<file path="src/rtl/pipe_hazard_ctl_pkg.sv">
// Shared types and constants for the pipeline hazard controller.
//   FWD_*        : EX ALU operand select encodings
//   hz_slot_t    : one scoreboard entry tracking an in-flight destination reg
//   REG_BITS_DEF : default register-number width
package pipe_hazard_ctl_pkg;

  localparam int unsigned REG_BITS_DEF = 5;
  // Slot register-number field is sized for the widest supported register file;
  // narrower register numbers are zero-extended into it.
  localparam int unsigned SLOT_WN_BITS = 8;

  localparam logic [1:0] FWD_REG   = 2'b00;
  localparam logic [1:0] FWD_EXMEM = 2'b01;
  localparam logic [1:0] FWD_MEMWB = 2'b10;

  typedef struct packed {
    logic                    valid;
    logic                    wr_en;
    logic [SLOT_WN_BITS-1:0] wn;
    logic                    is_load;
  } hz_slot_t;

  localparam hz_slot_t SLOT_EMPTY = '0;

endpackage

</file>
<file path="src/rtl/pipe_hazard_ctl_hz_match.sv">
// Compares one scoreboard slot against one ID source register.
//   i_valid/i_wr_en/i_wn : slot contents
//   i_src                : source register number (zero-extended)
//   i_use                : the ID instruction really reads this source
//   o_match_c            : combinational match; register 0 never matches
module hz_match
  import pipe_hazard_ctl_pkg::*;
(
  input  logic                    i_valid,
  input  logic                    i_wr_en,
  input  logic [SLOT_WN_BITS-1:0] i_wn,
  input  logic [SLOT_WN_BITS-1:0] i_src,
  input  logic                    i_use,
  output logic                    o_match_c
);

  assign o_match_c = i_use & i_valid & i_wr_en & (i_wn != '0) & (i_wn == i_src);

endmodule

</file>
<file path="src/rtl/pipe_hazard_ctl.sv">
// Hazard and sequencing controller for a 5-stage MIPS pipeline.
//   clk, reset            : clock, synchronous active-high reset
//   id_*                  : decoded fields of the instruction in ID
//   ex_taken, int_req     : taken branch in EX, interrupt request
//   pc_en, ifid_en        : PC / IF-ID load enables (low while stalled)
//   ifid_flush, idex_flush: bubble insertion into IF/ID and ID/EX
//   fwd_a, fwd_b          : registered EX ALU operand selects
//   byp_a, byp_b          : ID register-file read takes the WB value
module pipe_hazard_ctl
  import pipe_hazard_ctl_pkg::*;
#(
  parameter int unsigned REG_BITS = REG_BITS_DEF,
  parameter bit          FWD_EN   = 1'b1
) (
  input  logic                clk,
  input  logic                reset,
  input  logic                id_valid,
  input  logic [REG_BITS-1:0] id_rs,
  input  logic [REG_BITS-1:0] id_rt,
  input  logic                id_uses_rs,
  input  logic                id_uses_rt,
  input  logic                id_wr_en,
  input  logic [REG_BITS-1:0] id_wn,
  input  logic                id_is_load,
  input  logic                id_jump,
  input  logic                ex_taken,
  input  logic                int_req,
  output logic                pc_en,
  output logic                ifid_en,
  output logic                ifid_flush,
  output logic                idex_flush,
  output logic [1:0]          fwd_a,
  output logic [1:0]          fwd_b,
  output logic                byp_a,
  output logic                byp_b
);

  hz_slot_t r_ex, r_mem, r_wb;
  logic [1:0] r_fwd_a, r_fwd_b;

  logic [SLOT_WN_BITS-1:0] w_rs_x, w_rt_x, w_wn_x;
  logic       w_use_a, w_use_b;
  hz_slot_t   w_slot [3];
  hz_slot_t   w_id_slot;
  logic [2:0] w_hit_a, w_hit_b;
  logic       w_ld_use, w_raw_near, w_stall_req, w_stall;
  logic [1:0] w_fwd_a_nxt, w_fwd_b_nxt;
  logic       w_unused;

  assign w_rs_x  = SLOT_WN_BITS'(id_rs);
  assign w_rt_x  = SLOT_WN_BITS'(id_rt);
  assign w_wn_x  = SLOT_WN_BITS'(id_wn);
  assign w_use_a = id_valid & id_uses_rs;
  assign w_use_b = id_valid & id_uses_rt;

  assign w_slot[0] = r_ex;
  assign w_slot[1] = r_mem;
  assign w_slot[2] = r_wb;

  // A load that has reached WB has no further hazard role.
  assign w_unused = r_wb.is_load;

  // Slot-vs-source comparators: index 0 = EX, 1 = MEM, 2 = WB.
  for (genvar g = 0; g < 3; g++) begin : g_match
    hz_match u_match_a (
      .i_valid  (w_slot[g].valid),
      .i_wr_en  (w_slot[g].wr_en),
      .i_wn     (w_slot[g].wn),
      .i_src    (w_rs_x),
      .i_use    (w_use_a),
      .o_match_c(w_hit_a[g])
    );
    hz_match u_match_b (
      .i_valid  (w_slot[g].valid),
      .i_wr_en  (w_slot[g].wr_en),
      .i_wn     (w_slot[g].wn),
      .i_src    (w_rt_x),
      .i_use    (w_use_b),
      .o_match_c(w_hit_b[g])
    );
  end

  // Without forwarding, any producer still in EX or MEM blocks the consumer.
  assign w_ld_use    = r_ex.is_load & (w_hit_a[0] | w_hit_b[0]);
  assign w_raw_near  = |{w_hit_a[1:0], w_hit_b[1:0]};
  assign w_stall_req = FWD_EN ? w_ld_use : w_raw_near;
  assign w_stall     = w_stall_req & ~int_req & ~ex_taken & ~reset;

  // Pipeline control, priority reset > int_req > ex_taken > stall > jump.
  always_comb begin
    pc_en      = 1'b1;
    ifid_en    = 1'b1;
    ifid_flush = 1'b0;
    idex_flush = 1'b0;
    if (!reset) begin
      if (int_req || ex_taken) begin
        ifid_flush = 1'b1;
        idex_flush = 1'b1;
      end else if (w_stall_req) begin
        pc_en      = 1'b0;
        ifid_en    = 1'b0;
        idex_flush = 1'b1;
      end else if (id_valid && id_jump) begin
        ifid_flush = 1'b1;
      end
    end
  end

  assign byp_a = ~reset & ~w_stall & w_hit_a[2];
  assign byp_b = ~reset & ~w_stall & w_hit_b[2];

  // Operand select for the instruction about to enter EX; nearer producer wins.
  always_comb begin
    w_fwd_a_nxt = FWD_REG;
    w_fwd_b_nxt = FWD_REG;
    if (FWD_EN) begin
      if (w_hit_a[0])      w_fwd_a_nxt = FWD_EXMEM;
      else if (w_hit_a[1]) w_fwd_a_nxt = FWD_MEMWB;
      if (w_hit_b[0])      w_fwd_b_nxt = FWD_EXMEM;
      else if (w_hit_b[1]) w_fwd_b_nxt = FWD_MEMWB;
    end
  end

  always_comb begin
    w_id_slot         = SLOT_EMPTY;
    w_id_slot.valid   = id_valid;
    w_id_slot.wr_en   = id_wr_en;
    w_id_slot.wn      = w_wn_x;
    w_id_slot.is_load = id_is_load;
  end

  // Scoreboard shift and forward-select capture.
  always_ff @(posedge clk) begin
    if (reset) begin
      r_ex    <= SLOT_EMPTY;
      r_mem   <= SLOT_EMPTY;
      r_wb    <= SLOT_EMPTY;
      r_fwd_a <= FWD_REG;
      r_fwd_b <= FWD_REG;
    end else begin
      r_wb  <= r_mem;
      r_mem <= r_ex;
      if (idex_flush) begin
        r_ex    <= SLOT_EMPTY;
        r_fwd_a <= FWD_REG;
        r_fwd_b <= FWD_REG;
      end else begin
        r_ex    <= w_id_slot;
        r_fwd_a <= w_fwd_a_nxt;
        r_fwd_b <= w_fwd_b_nxt;
      end
    end
  end

  assign fwd_a = r_fwd_a;
  assign fwd_b = r_fwd_b;

endmodule

</file>
<file path="config.mk">
export PLATFORM = sky130hd
export DESIGN_NAME = pipe_hazard_ctl
export DESIGN_NICKNAME = d
export VERILOG_FILES = /design/src/rtl/pipe_hazard_ctl_pkg.sv /design/src/rtl/pipe_hazard_ctl_hz_match.sv /design/src/rtl/pipe_hazard_ctl.sv
export SDC_FILE = /design/constraint.sdc
export NUM_CORES = 1
export LEC_CHECK = 0
export BUFFER_PORTS_ARGS = -buffer_cell sky130_fd_sc_hd__buf_4
export CORE_ASPECT_RATIO = 1.1
export CORE_MARGIN = 5
export CORE_UTILIZATION = 50
export DETAILED_ROUTE_END_ITERATION = 10
export HOLD_SLACK_MARGIN = 0.03
export PLACE_DENSITY = 0.77
export SLEW_MARGIN = 20
export SYNTH_ARGS = -nofsm -noshare
export SYNTH_HDL_FRONTEND = slang
export SYNTH_SLANG_ARGS = --single-unit
</file>
<file path="constraint.sdc">
create_clock -name clk -period 3.2 [get_ports clk]
set_clock_uncertainty 0.05 [all_clocks]
set_input_delay 0.48 -clock clk [delete_from_list [all_inputs] [get_ports clk]]
set_output_delay 0.48 -clock clk [all_outputs]
set_load 0.02 [all_outputs]
</file>
==> PnR_summary.wiki, run 1 <==
{| class="wikitable"
! Metric !! Value
|-
| EDFF count, synth || 0
|-
| Buffers inserted during post-CTS setup optimization || 0
|-
| Main combinational cell family by area after synthesis || simple AND/OR/NAND/NOR gates
|-
| Vias in the first global route || 1042
|-
| Finish-stage setup viols || 0
|-
| Worst Hold Slack || 0.334 ns
|-
| Number of nets in the finished design || 183
|-
| Max_slew headroom || 83.9%
|-
| Core outline area || 0.00245 mm^2
|-
| Synthesized area per cell || 10.3 um^2
|-
| X dimension of the die || 57.8 um
|-
| Total via count in the routed design || 1001
|-
| Global-route wire length before repair || 4570 um
|-
| Number of I/O pins || 35
|-
| Type of element capturing the critical path || output pin
|-
| Min-Delay Startpoint || id_wn[0]
|-
| RR Endpoint || r_ex[2]$_SDFF_PP0_
|-
| Leakage dissipation || 0.685 nW
|-
| Clock tree buffer depth || 2
|-
| Asr flop ratio synth || 0%
|-
| Cts bufs inserted || 3
|-
| Buffers on Ports || 34
|-
| Shortest period the worst path allows || 2.64 ns
|-
| Clock root buffer || sky130_fd_sc_hd__clkbuf_4
|-
| H-tree depth || 1
|-
| Number of warnings issued by yosys || 0
|-
| Routed met1 length || 1130 um
|-
| Antenna cells || 0
|-
| Largest fanout on the critical path || 12
|-
| Tcrit/Tclk final || 82.5%
|-
| Slew @ Worst Pin || 0.241 ns
|-
| Hold depth || 2
|-
| Per-cell via count in the routed design || 5.35
|-
| Portion of netlist area occupied by mux cells || 0%
|-
| Half-perimeter wire length after placement || 2270 um
|-
| Maximum vdd ir drop || 238 uV
|-
| Number of pins with negative max-slew slack in the final report || 0
|-
| Aggregate global routing overflow || 0
|-
| Netlist Area Pre-Place || 0.00126 mm^2
|-
| Multi-input gate area || 708 um^2
|-
| Final worst setup slack || 0.562 ns
|-
| DRC violation count after routing || 0
|-
| Ratio of cells with drive above 1 in the final layout || 30.1%
|-
| Number of cells in the finished layout apart from fillers || 187
|-
| Met3 layer wire length in the routed design || 86 um
|-
| Clock transition at the register clock pins on the worst setup and hold paths after CTS || 0.13 ns
|-
| Setup crit start || r_ex[3]$_SDFF_PP0_
|-
| Number of antenna violations at the first check in global routing || 0
|-
| Skew-Pair Late Insertion Delay || 0.31 ns
|-
| Sum of negative setup slack || 0 ns
|-
| Achievable frequency || 0.379 GHz
|-
| Cell count after placement || 184
|-
| Parity-gate share of the synthesized area counting xor and xnor cells || 20.9%
|-
| Critical path required time || 2.67 ns
|-
| Total routing usage reported by global routing || 16.2%
|-
| Gpl congestion || 0.816
|-
| # Max-Cap Violations || 0
|-
| Register area || 520 um^2
|-
| Post-CTS Hold Fix Bufs || 0
|-
| Hold WC Path Type || in2reg
|-
| Uppermost metal layer occupied by signal nets || met4
|-
| Effective utilization at floorplan || 51.4%
|-
| Setup slack of the most critical reg-to-reg path || 1.53 ns
|-
| Gate count after technology mapping || 122
|-
| Post-cts repair resize count || 0
|-
| Number of nets produced by synthesis || 147
|-
| Hold violation count in the final report || 0
|-
| Library cell occupying the most area in the post-synthesis netlist || sky130_fd_sc_hd__dfxtp_1
|-
| Initial drt markers || 16
|-
| Simple-gate share of the synthesized area || 27.6%
|-
| Post-placement setup slack || 0.660 ns
|-
| Most numerous cell in the Yosys netlist || sky130_fd_sc_hd__dfxtp_1
|-
| RSZ-0062 raised after global routing || no
|-
| Hold Crit Endpoint || r_ex[1]$_SDFF_PP0_
|-
| Length in cells of the worst reg-to-reg path || 5
|-
| Final-layout fill cell count || 204
|-
| Commonest cells post-synth || sky130_fd_sc_hd__dfxtp_1, sky130_fd_sc_hd__xnor2_1, sky130_fd_sc_hd__nor2b_1, sky130_fd_sc_hd__xor2_1, sky130_fd_sc_hd__and3_1
|-
| Number of distinct library cell variants in the gate-level netlist after synthesis || 27
|-
| Type of element launching the critical path || flip-flop
|-
| Maximum number of pins on one net before global-route repair || 19
|-
| Met2 WL || 1440 um
|-
| Die height || 62.6 um
|-
| Adder-cell area share of the yosys netlist || 0%
|-
| Wire length per cell after detailed routing || 14.7 um
|-
| Clock tree from TritonCTS || done
|-
| Top-area cell type share of the netlist area || 41.4%
|-
| Fraction of the mapped netlist area in compound gates || 7.75%
|-
| 1st-pass router iterations || 4
|-
| Post-detailed-route count of antenna-violating nets || 0
|-
| Sum of routed wire length over all layers || 2750 um
|-
| Reg2Reg Launch Point || r_ex[3]$_SDFF_PP0_
|-
| Pwr/cell area || 350 mW/mm^2
|-
| Arrival time of the worst setup path || 2.11 ns
|-
| Part of the Yosys area used for sequential elements || 41.4%
|-
| Clk sinks || 26
|-
| Result of the run || finished clean
|-
| Largest cells by area after synthesis || sky130_fd_sc_hd__dfxtp_1, sky130_fd_sc_hd__xnor2_1, sky130_fd_sc_hd__xor2_1
|-
| Commonest register cell after synthesis || sky130_fd_sc_hd__dfxtp_1
|-
| Post-synthesis sequential element count || 26
|-
| Area grow syn2layout || 23.7%
|-
| Number of rows created at floorplan || 19
|-
| Crit Path Category || reg2out
|-
| Die area || 0.00362 mm^2
|}
-- power breakdown --
group	internal [mW]	switching, mW
logic	0.0434	0.0375
clock network	0.0440	0.0861
registers	0.329	0.00588
total	0.416	0.129
-- cells in the final DEF, fill, tap and decap left out, types with 2 or more instances in the layout --
master,Yosys,final
sky130_fd_sc_hd__or4_1,4,4
sky130_fd_sc_hd__nor2b_1,14,14
sky130_fd_sc_hd__nor3_1,2,2
sky130_fd_sc_hd__xnor2_1,16,16
sky130_fd_sc_hd__and3b_1,2,2
sky130_fd_sc_hd__and3_1,8,8
sky130_fd_sc_hd__xor2_1,14,14
sky130_fd_sc_hd__buf_4,1,35
sky130_fd_sc_hd__dfxtp_1,26,26
sky130_fd_sc_hd__and3_4,2,2
sky130_fd_sc_hd__nor4_4,2,2
sky130_fd_sc_hd__clkbuf_4,0,3
sky130_fd_sc_hd__nand2_1,4,4
sky130_fd_sc_hd__nor2_1,4,4
sky130_fd_sc_hd__nand4_1,5,5
sky130_fd_sc_hd__o311a_1,3,3
sky130_fd_sc_hd__a21oi_1,2,2
sky130_fd_sc_hd__a211oi_2,2,2
-- cell families (layout without fill, tap and decap cells) --
| family | after synthesis | in the layout |
|---|---|---|
| buf+inv | 5 | 39 |
| simple gates | 50 | 50 |
| xor+xnor | 30 | 30 |
| flops | 26 | 26 |
| compound gates | 11 | 11 |
-- layer usage --
layer / global-route usage [%] / vias to the layer above
met1: 19.3 / 472
met3: 2.07 / 8
li1: - / 497
met4: 8.70 / 0
met2: 27.4 / 24
met5: 0 / -
-- flip-flops by register name (all words and copies together) (netlist names) --
register,cells
fwd_b,2
fwd_a,2
r_wb,7
r_mem,7
r_ex,8
-- metrics by stage --
step	utilization [%]	power [mW]	instance area, um^2
floorplan	-	0.380	1260
global placement	62.6	0.420	1530
detailed placement	62.6	0.423	1530
CTS	63.6	0.557	1560
global route	63.6	0.570	1560
finish	63.6	0.545	1560
-- final cells by class --
| type | count | share of cell area (%) |
|---|---|---|
| multi-input cells | 91 | 45.5 |
| flip-flops and latches | 26 | 33.4 |
| repair buffers | 35 | 16.9 |
| well taps | 31 | 2.49 |
| clock buffers | 3 | 1.45 |
| inverters | 1 | 0.241 |
-- how the worst max path moves through the flow --
stage | cells after the start | end
2_1_floorplan | 6 | idex_flush
3_3_place_gp | 7 | byp_a
3_5_place_dp | 7 | byp_a
4_1_cts | 6 | byp_a
5_1_grt | 6 | byp_b
6_report | 6 | byp_a
-- worst max-delay path, stage by stage (launching register included) --
cell and delay [ns]:
sky130_fd_sc_hd__dfxtp_1 0.37, sky130_fd_sc_hd__xor2_1 0.20, sky130_fd_sc_hd__nor4_4 0.30, sky130_fd_sc_hd__a22o_2 0.20
sky130_fd_sc_hd__nand3_2 0.20, sky130_fd_sc_hd__o311a_1 0.36, sky130_fd_sc_hd__buf_4 0.16
No activity file was read; power rests on OpenSTA's default activity.
==> run 2, diff against run 1 <==
- CORE_UTILIZATION: 50 -> 46
- PLACE_DENSITY: 0.77 -> 0.74
- clock period: 3.2 -> 2.2 ns (I/O delays scaled with it)
==> run 2 against run 1 <==
  * The flow now finishes with violations (negative setup slack)
  * First-iteration DRC count rose by 13%
  * Clock power up 48%
  * Utilization fell by 2.6 points
  * Flip-flop and latch count unchanged
  * Setup slack worse by 0.69 ns
  * Sequential power increased by 45%
  * Global-route usage about the same
  * Routed wire length is 4.5% higher
  * Sequential share of layout area is 1.3 points lower
  * Count of clock-buffer cells in the layout unchanged
  * Via count is 1.7% higher
  * Largest cell class unchanged
  * Highest routed layer unchanged
==> PnR_summary.wiki, run 2 (synthesis gave the netlist of run 1 again) <==
{| class="wikitable"
! Metric !! Value
|-
| Final worst setup slack || -0.132 ns (was 0.562 ns)
|-
| Fraction of power consumed by sequential logic || 60.3% (was 61.3%)
|-
| Global-route wire length before repair || 4660 um (was 4570 um)
|-
| Buffers on Ports || 34 (unchanged)
|-
| Max_slew headroom || 81.7% (was 83.9%)
|-
| Achievable frequency || 0.429 GHz
|-
| Per-cell via count in the routed design || 5.25 (was 5.35)
|-
| Clock root buffer || sky130_fd_sc_hd__clkbuf_4 (unchanged)
|-
| Clock transition at the register clock pins on the worst setup and hold paths after CTS || 0.13 ns (about the same)
|-
| # Max-Cap Violations || 0 (unchanged)
|-
| Register area || 529 um^2 (was 520 um^2)
|-
| Arrival time of the worst setup path || 1.95 ns (was 2.11 ns)
|-
| Finish-stage setup viols || 4 (was 0)
|-
| Die height || 64.9 um (was 62.6 um)
|-
| Most frequent standard cell in the layout excluding fill and tap cells || sky130_fd_sc_hd__buf_4 (unchanged)
|-
| Cts bufs inserted || 3 (unchanged)
|-
| Total routing usage reported by global routing || 16.2% (about the same)
|-
| Register name with the most flops || r_ex (unchanged)
|-
| Flip-flop count of the largest register, all copies and words added || 8 (unchanged)
|-
| Clock tree buffer depth || 2 (unchanged)
|-
| Antenna cells || 0 (unchanged)
|-
| Number of nets in the finished design || 188 (was 183)
|-
| Result of the run || complete, but fails checks (was finished clean)
|-
| Top library cells by usage in the layout, fill and taps aside || sky130_fd_sc_hd__buf_4, sky130_fd_sc_hd__dfxtp_1, sky130_fd_sc_hd__xnor2_1 (unchanged)
|-
| Skew-Pair Late Insertion Delay || 0.31 ns (about the same)
|-
| Multi-input gate area || 734 um^2 (was 708 um^2)
|-
| Post-Route Utilization || 60.9% (was 63.6%)
|-
| Maximum number of pins on one net before global-route repair || 19 (unchanged)
|-
| Post-placement setup slack || 0.0713 ns (was 0.660 ns)
|-
| Cell-internal power || 0.608 mW (was 0.416 mW)
|-
| Switching power as a share of total power || 24.3% (was 23.7%)
|-
| Cell count after placement || 188 (was 184)
|-
| Hold WC Path Type || in2reg (unchanged)
|-
| Number of rows created at floorplan || 20 (was 19)
|-
| Shortest period the worst path allows || 2.33 ns
|-
| Total via count in the routed design || 1018 (was 1001)
|-
| Leakage dissipation || 0.717 nW (was 0.685 nW)
|-
| H-tree depth || 1 (unchanged)
|-
| Tcrit/Tclk final || 106%
|-
| Sum of routed wire length over all layers || 2880 um (was 2750 um)
|-
| Number of cells in the finished layout apart from fillers || 194 (was 187)
|-
| Post-layout total power || 0.803 mW (was 0.545 mW)
|-
| Area grow syn2layout || 30.8% (was 23.7%)
|-
| Clk sinks || 26 (unchanged)
|-
| Number of antenna violations at the first check in global routing || 0 (unchanged)
|-
| Maximum vdd ir drop || 337 uV (was 238 uV)
|-
| Type of element capturing the critical path || output pin (unchanged)
|-
| Min-Delay Startpoint || id_wn[2] (was id_wn[0])
|-
| Initial drt markers || 18 (was 16)
|-
| Largest registers in the final layout || r_ex: 8 flops, r_mem: 7 flops, r_wb: 7 flops (unchanged)
|-
| Setup crit start || r_ex[3]$_SDFF_PP0_ (unchanged)
|-
| Core outline area || 0.00270 mm^2 (was 0.00245 mm^2)
|-
| Clock tree from TritonCTS || done (unchanged)
|-
| Type of element launching the critical path || flip-flop (unchanged)
|-
| Wire length per cell after detailed routing || 14.8 um (was 14.7 um)
|-
| 1st-pass router iterations || 5 (was 4)
|-
| Critical path required time || 1.82 ns (was 2.67 ns)
|-
| Number of I/O pins || 35 (unchanged)
|-
| Number of pins with negative max-slew slack in the final report || 0 (unchanged)
|-
| Largest fanout on the critical path || 5 (was 12)
|-
| X dimension of the die || 59.9 um (was 57.8 um)
|-
| RSZ-0062 raised after global routing || yes (was no)
|-
| Clock network power share || 24.0% (was 23.8%)
|-
| Aggregate global routing overflow || 0 (unchanged)
|-
| Vias in the first global route || 1078 (was 1042)
|-
| Sum of negative setup slack || -0.425 ns (was 0 ns)
|-
| Worst Hold Slack || 0.188 ns (was 0.334 ns)
|-
| Die area || 0.00388 mm^2 (was 0.00362 mm^2)
|-
| Effective utilization at floorplan || 46.6% (was 51.4%)
|-
| DRC violation count after routing || 0 (unchanged)
|-
| Pwr/cell area || 488 mW/mm^2 (was 350 mW/mm^2)
|-
| Failing checks || negative setup slack
|-
| Reg2Reg Launch Point || r_ex[1]$_SDFF_PP0_ (was r_ex[3]$_SDFF_PP0_)
|-
| Gpl congestion || 0.871 (was 0.816)
|-
| Hold violation count in the final report || 0 (unchanged)
|-
| Final-layout fill cell count || 237 (was 204)
|-
| Ratio of cells with drive above 1 in the final layout || 35.4% (was 30.1%)
|-
| Relative contribution of combinational cells to total power || 15.6% (was 14.8%)
|-
| Half-perimeter wire length after placement || 2340 um (was 2270 um)
|-
| Post-detailed-placement cell area || 0.00155 mm^2 (was 0.00153 mm^2)
|-
| Crit Path Category || reg2out (unchanged)
|-
| Net switching component of the power || 0.195 mW (was 0.129 mW)
|-
| Slew @ Worst Pin || 0.274 ns (was 0.241 ns)
|-
| Post-detailed-route count of antenna-violating nets || 0 (unchanged)
|-
| Post-route design area || 0.00165 mm^2 (was 0.00156 mm^2)
|}
## run 2: cell type report
type                    instances  share of cell area (%)
multi-input cells              91                    44.6
flip-flops and latches         26                    32.1
repair buffers                 40                    19.1
well taps                      33                    2.51
clock buffers                   3                    1.37
inverters                       1                   0.228
## run 2: path summary, 6_finish.rpt
kind / endpoint / slack, ns / cells past startpoint
worst max register to register: fwd_a[1]$_SDFF_PP0_ / 0.51 / 4
worst min register to register: r_wb[9]$_SDFF_PP0_ / 0.43 / 1
worst max-delay path: byp_b / -0.13 / 6
worst min-delay path: r_ex[3]$_SDFF_PP0_ / 0.19 / 2
## run 2: power groups by stage
stage          Sequential (mW)  Clock, mW  Combinational [mW]
4_1_cts                  0.486      0.196               0.123
6_report                 0.485      0.193               0.126
2_1_floorplan            0.494          0              0.0580
3_5_place_dp             0.497          0               0.119
3_3_place_gp             0.497          0               0.117
5_1_grt                  0.486      0.217               0.138
## run 2: timing repair
action,in CTS,in global routing
resized for setup,8,5
hold buffers,0,0
pin swaps,2,3
cloned,0,0
endpoints found under the setup margin,4,6
setup buffers,1,2
## run 2: metal layers
metal / GRT usage, % / vias up / routed length, um
met1: 18.9 / 478 / 1220
met4: 8.03 / 0 / 79
li1: - / 508 / -
met5: 0 / - / 0
met3: 3.98 / 6 / 129
met2: 26.9 / 26 / 1450
## run 2: worst max-delay path: stages, from the launching register on
cell                      delay [ns]
sky130_fd_sc_hd__dfxtp_4        0.38
sky130_fd_sc_hd__xor2_1         0.18
sky130_fd_sc_hd__nor4_4         0.30
sky130_fd_sc_hd__a22o_2         0.23
sky130_fd_sc_hd__nand3_4        0.09
sky130_fd_sc_hd__o311a_1        0.32
sky130_fd_sc_hd__buf_6          0.14
==> run 3, diff against run 2 <==
- ABC_AREA: unset -> 1
- CORE_UTILIZATION: 46 -> 36
- PLACE_DENSITY: 0.74 -> unset
==> run 3 against run 2 <==
  * The flow now finishes without violations
  * Clock power up 62%
  * Largest power group unchanged
  * Combinational power is essentially flat
  * Register-to-register slack gained 0.12 ns
  * Via count rose by 13%
  * Count of clock-buffer cells in the layout grew 1
  * Hold slack better by 0.034 ns
  * Cell area up 1.6%
==> PnR_summary.wiki, run 3 <==
{| class="wikitable"
! Metric !! Value
|-
| Pwr/cell area || 550 mW/mm^2 (was 488 mW/mm^2)
|-
| Number of rows created at floorplan || 23 (was 20)
|-
| DRC violation count after routing || 0 (unchanged)
|-
| Routed met1 length || 1260 um (was 1220 um)
|-
| Clock root buffer || sky130_fd_sc_hd__clkbuf_8 (was sky130_fd_sc_hd__clkbuf_4)
|-
| Skew-Pair Late Insertion Delay || 0.27 ns (was 0.31 ns)
|-
| Reg2Reg Launch Point || r_ex[3]$_SDFF_PP0_ (was r_ex[1]$_SDFF_PP0_)
|-
| Critical path required time || 1.82 ns (about the same)
|-
| Met3 layer wire length in the routed design || 179 um (was 129 um)
|-
| Met2 WL || 1470 um (was 1450 um)
|-
| Achievable frequency || 0.510 GHz (was 0.429 GHz)
|-
| Commonest cells post-synth || sky130_fd_sc_hd__inv_1, sky130_fd_sc_hd__nor2_1, sky130_fd_sc_hd__nand2_1 (was sky130_fd_sc_hd__dfxtp_1, sky130_fd_sc_hd__xnor2_1, sky130_fd_sc_hd__nor2b_1, sky130_fd_sc_hd__xor2_1, sky130_fd_sc_hd__and3_1)
|-
| Capture point of the worst path || byp_b (unchanged)
|-
| Buffers inserted during post-CTS setup optimization || 0 (was 1)
|-
| Clock tree buffer depth || 2 (unchanged)
|-
| Type of element launching the critical path || flip-flop (unchanged)
|-
| Post-Route Utilization || 46.5% (was 60.9%)
|-
| Largest cells by area after synthesis || sky130_fd_sc_hd__dfxtp_1, sky130_fd_sc_hd__xnor2_1, sky130_fd_sc_hd__inv_1 (was sky130_fd_sc_hd__dfxtp_1, sky130_fd_sc_hd__xnor2_1, sky130_fd_sc_hd__xor2_1)
|-
| Register area || 520 um^2 (was 529 um^2)
|-
| Sum of routed wire length over all layers || 2960 um (was 2880 um)
|-
| Number of nets produced by synthesis || 209 (was 147)
|-
| Ratio of cells with drive above 1 in the final layout || 25.7% (was 35.4%)
|-
| Area grow syn2layout || 26.1% (was 30.8%)
|-
| Half-perimeter wire length after placement || 2450 um (was 2340 um)
|-
| Arrival time of the worst setup path || 1.58 ns (was 1.95 ns)
|-
| Total via count in the routed design || 1149 (was 1018)
|-
| Uppermost metal layer occupied by signal nets || met4 (unchanged)
|-
| Netlist Area Pre-Place || 0.00133 mm^2 (was 0.00126 mm^2)
|-
| Vias in the first global route || 1047 (was 1078)
|-
| Largest registers in the final layout || r_ex: 8 flops, r_mem: 7 flops, r_wb: 7 flops (unchanged)
|-
| Library cell occupying the most area in the post-synthesis netlist || sky130_fd_sc_hd__dfxtp_1 (unchanged)
|-
| Die height || 73.7 um (was 64.9 um)
|-
| Top library cells by usage in the layout, fill and taps aside || sky130_fd_sc_hd__buf_4, sky130_fd_sc_hd__inv_1, sky130_fd_sc_hd__nor2_1 (was sky130_fd_sc_hd__buf_4, sky130_fd_sc_hd__dfxtp_1, sky130_fd_sc_hd__xnor2_1)
|-
| Shortest period the worst path allows || 1.96 ns (was 2.33 ns)
|-
| Post-placement setup slack || 0.416 ns (was 0.0713 ns)
|-
| Flip-flop count of the largest register, all copies and words added || 8 (unchanged)
|-
| Total routing usage reported by global routing || 12.3% (was 16.2%)
|-
| Gpl congestion || 0.804 (was 0.871)
|-
| Length in cells of the worst reg-to-reg path || 9 (was 4)
|-
| Number of warnings issued by yosys || 0 (unchanged)
|-
| Slew @ Worst Pin || 0.352 ns (was 0.274 ns)
|-
| Finish-stage setup viols || 0 (was 4)
|-
| Final-layout fill cell count || 376 (was 237)
|-
| Clock network power share || 33.9% (was 24.0%)
|-
| RR Endpoint || fwd_b[1]$_SDFF_PP0_ (was fwd_a[1]$_SDFF_PP0_)
|-
| Cell-internal power || 0.699 mW (was 0.608 mW)
|-
| Post-route design area || 0.00167 mm^2 (was 0.00165 mm^2)
|-
| H-tree depth || 1 (unchanged)
|-
| Die area || 0.00500 mm^2 (was 0.00388 mm^2)
|-
| Number of I/O pins || 35 (unchanged)
|-
| Aggregate global routing overflow || 0 (unchanged)
|-
| Setup slack of the most critical reg-to-reg path || 0.63 ns (was 0.51 ns)
|-
| Synthesized area per cell || 7.21 um^2 (was 10.3 um^2)
|-
| Commonest register cell after synthesis || sky130_fd_sc_hd__dfxtp_1 (unchanged)
|-
| Core outline area || 0.00360 mm^2 (was 0.00270 mm^2)
|-
| Most numerous cell in the Yosys netlist || sky130_fd_sc_hd__inv_1 (was sky130_fd_sc_hd__dfxtp_1)
|-
| Post-synthesis sequential element count || 26 (unchanged)
|-
| Cts bufs inserted || 3 (unchanged)
|-
| Gate count after technology mapping || 184 (was 122)
|-
| Number of distinct library cell variants in the gate-level netlist after synthesis || 20 (was 27)
|-
| Post-detailed-route count of antenna-violating nets || 0 (unchanged)
|-
| Clk sinks || 26 (unchanged)
|-
| Asr flop ratio synth || 0% (unchanged)
|-
| Effective utilization at floorplan || 36.9% (was 46.6%)
|-
| Buffers on Ports || 34 (unchanged)
|-
| Number of antenna violations at the first check in global routing || 0 (unchanged)
|-
| Multi-input gate area || 656 um^2 (was 734 um^2)
|-
| Largest fanout on the critical path || 3 (was 5)
|-
| Switching power as a share of total power || 24.1% (was 24.3%)
|-
| Post-cts repair resize count || 0 (was 8)
|-
| Part of the Yosys area used for sequential elements || 39.2% (was 41.4%)
|-
| RSZ-0062 raised after global routing || no (was yes)
|-
| Clock transition at the register clock pins on the worst setup and hold paths after CTS || 0.09 ns (was 0.13 ns)
|-
| Most frequent standard cell in the layout excluding fill and tap cells || sky130_fd_sc_hd__buf_4 (unchanged)
|-
| Crit Path Category || reg2out (unchanged)
|-
| Top-area cell type share of the netlist area || 39.2% (was 41.4%)
|-
| Post-CTS Hold Fix Bufs || 0 (unchanged)
|-
| Hold WC Path Type || in2reg (unchanged)
|-
| Net switching component of the power || 0.222 mW (was 0.195 mW)
|-
| Maximum vdd ir drop || 263 uV (was 337 uV)
|-
| Maximum number of pins on one net before global-route repair || 17 (was 19)
|-
| Register name with the most flops || r_ex (unchanged)
|-
| # Max-Cap Violations || 0 (unchanged)
|-
| 1st-pass router iterations || 4 (was 5)
|-
| Final worst setup slack || 0.240 ns (was -0.132 ns)
|-
| Setup crit start || r_ex[3]$_SDFF_PP0_ (unchanged)
|-
| Initial drt markers || 22 (was 18)
|-
| Type of element capturing the critical path || output pin (unchanged)
|-
| Wire length per cell after detailed routing || 11.0 um (was 14.8 um)
|-
| Sum of negative setup slack || 0 ns (was -0.425 ns)
|-
| Global-route wire length before repair || 4660 um (unchanged)
|-
| Max_slew headroom || 76.5% (was 81.7%)
|-
| Post-detailed-placement cell area || 0.00162 mm^2 (was 0.00155 mm^2)
|-
| EDFF count, synth || 0 (unchanged)
|-
| X dimension of the die || 67.9 um (was 59.9 um)
|-
| Hold violation count in the final report || 0 (unchanged)
|-
| Number of pins with negative max-slew slack in the final report || 0 (unchanged)
|-
| Result of the run || finished clean (was complete, but fails checks)
|-
| Fraction of power consumed by sequential logic || 52.6% (was 60.3%)
|-
| Number of nets in the finished design || 244 (was 188)
|-
| Clock tree from TritonCTS || done (unchanged)
|-
| Leakage dissipation || 0.749 nW (was 0.717 nW)
|-
| Per-cell via count in the routed design || 4.29 (was 5.25)
|-
| Relative contribution of combinational cells to total power || 13.5% (was 15.6%)
|-
| Tcrit/Tclk final || 89.1% (was 106%)
|-
| Antenna cells || 0 (unchanged)
|}
-- run 3: changes by cell type in the layout (fill, tap and decap cells not counted), sizes merged, moves of 4 or more --
| cell | before | now |
|---|---|---|
| and3 | 10 | 1 |
| buf | 40 | 34 |
| inv | 1 | 33 |
| nand2 | 4 | 32 |
| nand3 | 1 | 7 |
| nor2 | 4 | 43 |
| nor2b | 14 | 0 |
| or4 | 4 | 0 |
| xnor2 | 16 | 21 |
| xor2 | 14 | 3 |
-- run 3: critical path, cell delays in order (launching register included) --
cell and delay [ns]:
sky130_fd_sc_hd__dfxtp_1 0.35, sky130_fd_sc_hd__inv_1 0.11, sky130_fd_sc_hd__nand3_1 0.07, sky130_fd_sc_hd__nor2_1 0.14, sky130_fd_sc_hd__nor2_1 0.08, sky130_fd_sc_hd__nand2_2 0.09
sky130_fd_sc_hd__nand2_2 0.08, sky130_fd_sc_hd__nand3_1 0.07, sky130_fd_sc_hd__nand2_1 0.08, sky130_fd_sc_hd__nor2_1 0.10, sky130_fd_sc_hd__buf_4 0.15
-- run 3: stage by stage --
step	instances	total power, mW	hold slack (ns)
detailed placement	264	0.621	0.363
finish	268	0.921	0.222
global placement	264	0.620	0.360
CTS	268	0.934	0.221
global route	268	0.967	0.225
floorplan	184	0.561	0.353
-- run 3: cell type report --
class	count	area share, %
Tap cell	50	3.74
Multi-Input combinational cell	121	39.2
Inverter	33	7.40
Clock buffer	4	3.29
Timing Repair Buffer	34	15.3
Sequential cell	26	31.1
-- run 3: kinds of logic (layout without fill, tap and decap cells) --
| kind of cell | Yosys count | in the layout | synth area share, % |
|---|---|---|---|
| compound gates | 4 | 4 | 1.51 |
| xor+xnor | 24 | 24 | 15.8 |
| buf+inv | 37 | 71 | 11.3 |
| flops | 26 | 26 | 39.2 |
| simple gates | 93 | 93 | 32.1 |
-- run 3: worst min-delay path by stage --
stage                         start             endpoint  cells past startpoint
6_report                   id_wn[2]   r_ex[3]$_SDFF_PP0_                      3
4_1_cts                    id_wn[4]   r_ex[5]$_SDFF_PP0_                      3
2_1_floorplan    r_ex[9]$_SDFF_PP0_  r_mem[9]$_SDFF_PP0_                      2
5_1_grt                    id_wr_en   r_ex[9]$_SDFF_PP0_                      3
3_3_place_gp   r_mem[10]$_SDFF_PP0_  r_wb[10]$_SDFF_PP0_                      2
3_5_place_dp     r_ex[9]$_SDFF_PP0_  r_mem[9]$_SDFF_PP0_                      2
-- run 3: routing by layer --
metal	global-route usage [%]	vias to the layer above
met4	3.97	0
met1	15.4	492
met2	21.2	38
met5	0	-
li1	-	615
met3	2.14	4
-- run 3: power by group through the flow --
stage / Combinational (mW) / Clock (mW) / Sequential [mW]
after floorplan: 0.0672 / 0 / 0.494
after global placement: 0.125 / 0 / 0.496
after detailed placement: 0.125 / 0 / 0.496
after CTS: 0.126 / 0.323 / 0.485
after global routing: 0.138 / 0.343 / 0.486
final: 0.124 / 0.312 / 0.484
